File: src/rtl/byte2word_fifo.sv
// byte2word_fifo: packs a byte stream little-endian into 32-bit words and queues them in a FWFT FIFO
// Ports:
//   clk, rst          single clock, synchronous active-high reset
//   in_data/valid/ready   byte input handshake
//   out_data/valid/ready  word output handshake, head word read asynchronously
//   word_count        complete words stored (0..DEPTH)
//   byte_lane         bytes held in the partial-word assembler (0..3)
//   flush             commit a zero-padded partial word; only when BYTE2WORD_FLUSH_EN is defined
module byte2word_fifo #(
    parameter int ADDR_WIDTH = 4
) (
    input  logic                  clk,
    input  logic                  rst,
    input  logic [7:0]            in_data,
    input  logic                  in_valid,
    output logic                  in_ready,
    output logic [31:0]           out_data,
    output logic                  out_valid,
    input  logic                  out_ready,
    output logic [ADDR_WIDTH:0]   word_count,
    output logic [1:0]            byte_lane
`ifdef BYTE2WORD_FLUSH_EN
   ,input  logic                  flush
`endif
);
    localparam logic [ADDR_WIDTH:0] DEPTH = (ADDR_WIDTH+1)'(1) << ADDR_WIDTH;
    logic [31:0]           mem [1<<ADDR_WIDTH];
    logic [23:0]           asm_q, asm_d;
    logic [ADDR_WIDTH-1:0] wptr, rptr;
    logic                  full, accept, flush_on, flush_push, push, pop;
    logic [31:0]           wdata;
`ifdef BYTE2WORD_FLUSH_EN
    assign flush_on = flush;
`else
    assign flush_on = 1'b0;
`endif
    always_comb begin
        full       = word_count == DEPTH;
        in_ready   = !full && !rst && !flush_on;
        out_valid  = (word_count != '0) && !rst;
        out_data   = mem[rptr];
        accept     = in_valid && in_ready;
        // upper lanes of asm_q are already zero, so a flushed word comes out zero-padded
        flush_push = flush_on && (byte_lane != 2'd0) && !full && !rst;
        push       = (accept && byte_lane == 2'd3) || flush_push;
        pop        = out_valid && out_ready;
        asm_d      = {byte_lane == 2'd2 ? in_data : asm_q[23:16],
                      byte_lane == 2'd1 ? in_data : asm_q[15:8],
                      byte_lane == 2'd0 ? in_data : asm_q[7:0]};
        wdata      = flush_push ? {8'h00, asm_q} : {in_data, asm_q};
    end
    always_ff @(posedge clk) begin
        if (push)
            mem[wptr] <= wdata;
    end
    always_ff @(posedge clk) begin
        if (rst) begin
            word_count <= '0;
            wptr       <= '0;
            rptr       <= '0;
            byte_lane  <= '0;
            asm_q      <= '0;
        end else begin
            if (accept) begin
                byte_lane <= byte_lane + 2'd1;
                asm_q     <= byte_lane == 2'd3 ? 24'h0 : asm_d;
            end else if (flush_push) begin
                byte_lane <= '0;
                asm_q     <= '0;
            end
            if (push)
                wptr <= wptr + 1'b1;
            if (pop)
                rptr <= rptr + 1'b1;
            word_count <= (push && !pop) ? word_count + 1'b1 :
                          (!push && pop) ? word_count - 1'b1 : word_count;
        end
    end
endmodule
File: config.mk
export PLATFORM = sky130hd
export DESIGN_NAME = byte2word_fifo
export DESIGN_NICKNAME = d
export VERILOG_FILES = /design/src/rtl/byte2word_fifo.sv
export SDC_FILE = /design/constraint.sdc
export NUM_CORES = 1
export LEC_CHECK = 0
export ABC_AREA = 1
export BUFFER_PORTS_ARGS = -buffer_cell sky130_fd_sc_hd__buf_2
export CAP_MARGIN = 15
export CORE_UTILIZATION = 60
export CTS_BUF_LIST = sky130_fd_sc_hd__clkbuf_8 sky130_fd_sc_hd__clkbuf_16
export DETAILED_ROUTE_END_ITERATION = 10
export GPL_ROUTABILITY_DRIVEN = 1
export PLACE_DENSITY = 0.77
export SKIP_CTS_REPAIR_TIMING = 1
export SLEW_MARGIN = 15
export SYNTH_ARGS = -nofsm -noshare
export SYNTH_HDL_FRONTEND = slang
export SYNTH_SLANG_ARGS = --single-unit
File: constraint.sdc
create_clock -name clk -period 4.2 [get_ports clk]
set_input_delay 0.84 -clock clk [delete_from_list [all_inputs] [get_ports clk]]
set_output_delay 0.84 -clock clk [all_outputs]
set_load 0.05 [all_outputs]
==> qor.yml <==
worstSetupStartpointType: "flip-flop"
slew_viol_final: 0
max-vdd-ir-drop_mv: 0.299
cellLeakagePower_nw: 9.47
antenna_found_initial: 0
seq_power_share_pct: 49.1
combPwrFrac_pct: 10.3
setup_tns_ns: 0
boundaryPins: 53
synth_largest_area_cell: "edfxtp_1"
gpl.final_weighted_congestion: 0.837
clk_latency_ns: 0.58
cts.root.buffer_cell: "clkbuf_16"
ys_dominant_reg_cell: "edfxtp_1"
floorplan.die.height_um: 198
achievable-frequency_mhz: 277
worstPathArrival_ns: 2.77
vias: 14800
async_flop_share_pct: 0
synth-compound-area-share_pct: 9.93
finalHoldViolCount: 0
report.final.setup_viol: 0
netlist_area_um2: 23100
drc_errors: 0
critPathRequiredTime_ns: 3.36
launch_point_of_the_worst_hold_path: "rptr[2]"
synth_most_common_cell: "edfxtp_1"
start_util_pct: 61.2
groute.usage.overall_pct: 27.1
pin_count_of_the_biggest_net_entering_global_routing: 115
crit_path_top_delay_cell: "dfxtp_4"
synth_enable_flop_cells: 512
netlist_top_cells_count: "edfxtp_1, inv_1, nand2_1, nand3_1, o211ai_1"
die_area_um2: 39400
hold_class: "flip-flop to flip-flop"
fp.dieW_um: 198
share_of_synthesized_cell_area_in_full_adder_half_adder_and_majority_cells_pct: 0.789
diodes: 0
drt-vias-per-instance: 5.85
post_synthesis_share_of_cell_area_spent_on_xor_and_xnor_gates_pct: 0.227
cts_buffers: 54
whs_ns: 0.526
worst_setup_path_end_kind: "primary output"
detail_route.first_pass.iterations: 6
std_cell_rows: 71
netlist.area_leader.share_pct: 66.4
flip_flop_and_latch_count_after_synthesis: 555
worst_hold_path.num_cells: 2
power_switching_mw: 3.12
regToRegStartpoint: "byte_lane[0]"
crit_path_cell_trace: "inv_1 -> buf_4 -> o211ai_1 -> nand3_1 -> nand3_1 -> nand2_1 -> buf_2"
critical-path-top-cell-by-count: "nand3_1"
place.detailed.hpwl_mm: 29.6
clock_path_buffers: 3
first_iter_violations: 1643
run_status: "complete, no violations"
synth_top_cells_by_area: "edfxtp_1, inv_1, o211ai_1"
wl_per_cell_um: 20.6
yosys-mux-area-fraction_pct: 0
timing.max_cap.violations: 0
synthToLayoutAreaGrowth_pct: 10.8
cts_tree: "built"
setup_repair_after_global_routing_missed_its_margin: "false"
post_route_cells_drive_above_1_share_pct: 9.75
drt_wl_total_mm: 52.2
postSynthCellCount: 1942
power.internal_mw: 9.51
route.antenna.remaining_nets: 0
rr_worst_depth: 6
simple_gate_area_share_of_the_yosys_netlist_pct: 10.3
critical_path_class: "flip-flop to primary output"
distinct_cells_synth: 29
fraction_of_power_spent_switching_nets_pct: 24.7
timing.final.crit_share_pct: 86.0
p_clk_share_pct: 40.6
final_nets: 2001
tightestPinTransition_ns: 1.02
totalPowerFinal_mw: 12.6
syn_nets: 1968
critPathMaxFanout: 39
synth_top_family_by_area: "simple AND/OR/NAND/NOR gates"
finalClockSkew_ns: 0.0157
syn-mean-instance-area_um2: 11.9
worst_slew_margin_rel_pct: 32.2
gr-total-overflow: 0
timing.final.crit_period_ns: 3.61
placement.io_buffers: 52
tritoncts_num_sinks: 555
fp.coreArea_um2: 37800
clock_tree.htree_level_count: 2
max_stage_delay_ns: 0.66
clk_transition_reported_paths_ns: 0.06
grt_first_pass_wirelength_mm: 80.1
grt_pass1_vias: 14100
yosysWarningCount: 0
power_per_cell_area_nw_per_um2: 492
synth-seq-area-share_pct: 70.2
## cells in the final DEF, fill, tap and decap left out, types with 3 or more instances in the layout
master and count:
edfxtp_1 512, inv_1 322, nand2_1 261, nand3_1 203
o211ai_1 151, a21oi_1 116, nor2_1 69, o21ai_1 64
clkbuf_16 59, buf_2 52, o21ai_0 45, dfxtp_1 39
buf_4 31, nor2_4 16, ha_1 13, clkinv_1 11
bufinv_16 9, clkinv_2 8, buf_12 8, o21bai_1 5
nand4_1 4, xor2_1 3, xnor2_1 3, clkinvlp_4 3
## worst paths after layout
kind	slack [ns]	end
max reg2reg	1.09	mem[13][23]
min reg2reg	0.53	flip-flop
max	0.59	out_data[10]
min	0.53	flip-flop
## cell type report
type                    instances  area, um2
repair buffers                 91        653
inverters                     314       1180
multi-input cells             959       5030
clock buffers                  59       1480
well taps                     511        639
fillers                      2586      12200
flip-flops and latches        555      16200
clock inverters                42        420
## sequential cells by signal, summed over array words and instances (netlist names), named ones only
signal and flops:
mem 512, asm_q 24, word_count 5, rptr 4, wptr 4, byte_lane 2
## power groups by stage
stage / sequential [mW] / clock (mW) / combinational [mW]
finish: 6.20 / 5.12 / 1.30
global route: 6.21 / 5.34 / 1.43
CTS: 6.20 / 5.15 / 1.30
detailed placement: 6.32 / 0 / 1.29
global placement: 6.31 / 0 / 1.26
floorplan: 6.28 / 0 / 1.12
## metal layers
layer	global-route usage (%)	share of wire [%]	vias up
li1	-	-	6814
met5	0	0	-
met2	43.2	47	741
met3	3.76	8.9	114
met4	8.90	2.7	0
met1	38.7	41	7135
## kinds of logic after synthesis
logic type,after synthesis
xor+xnor,6
buf+inv,428
simple gates,558
flops,555
fa+ha+maj,14
compound gates,381
## stage by stage
step	utilization (%)	cells	instance area, um2	setup slack (ns)
2_1_floorplan	-	1942	23100	0.809
3_5_place_dp	62.8	2430	23800	0.997
6_report	67.8	2531	25600	0.589
4_1_cts	67.8	2531	25600	0.566
5_1_grt	67.8	2531	25600	0.383
3_3_place_gp	62.8	2430	23800	1.07
## worst max-delay path, delay by kind of cell (launching register included)
family | cells | cell delay (ns)
DFF | 1 | 0.66
buffers and inverters | 3 | 1.04
and+or+nand+nor | 3 | 0.35
AOI/OAI and AO/OA | 1 | 0.12
(Power assumes the default switching activity.)
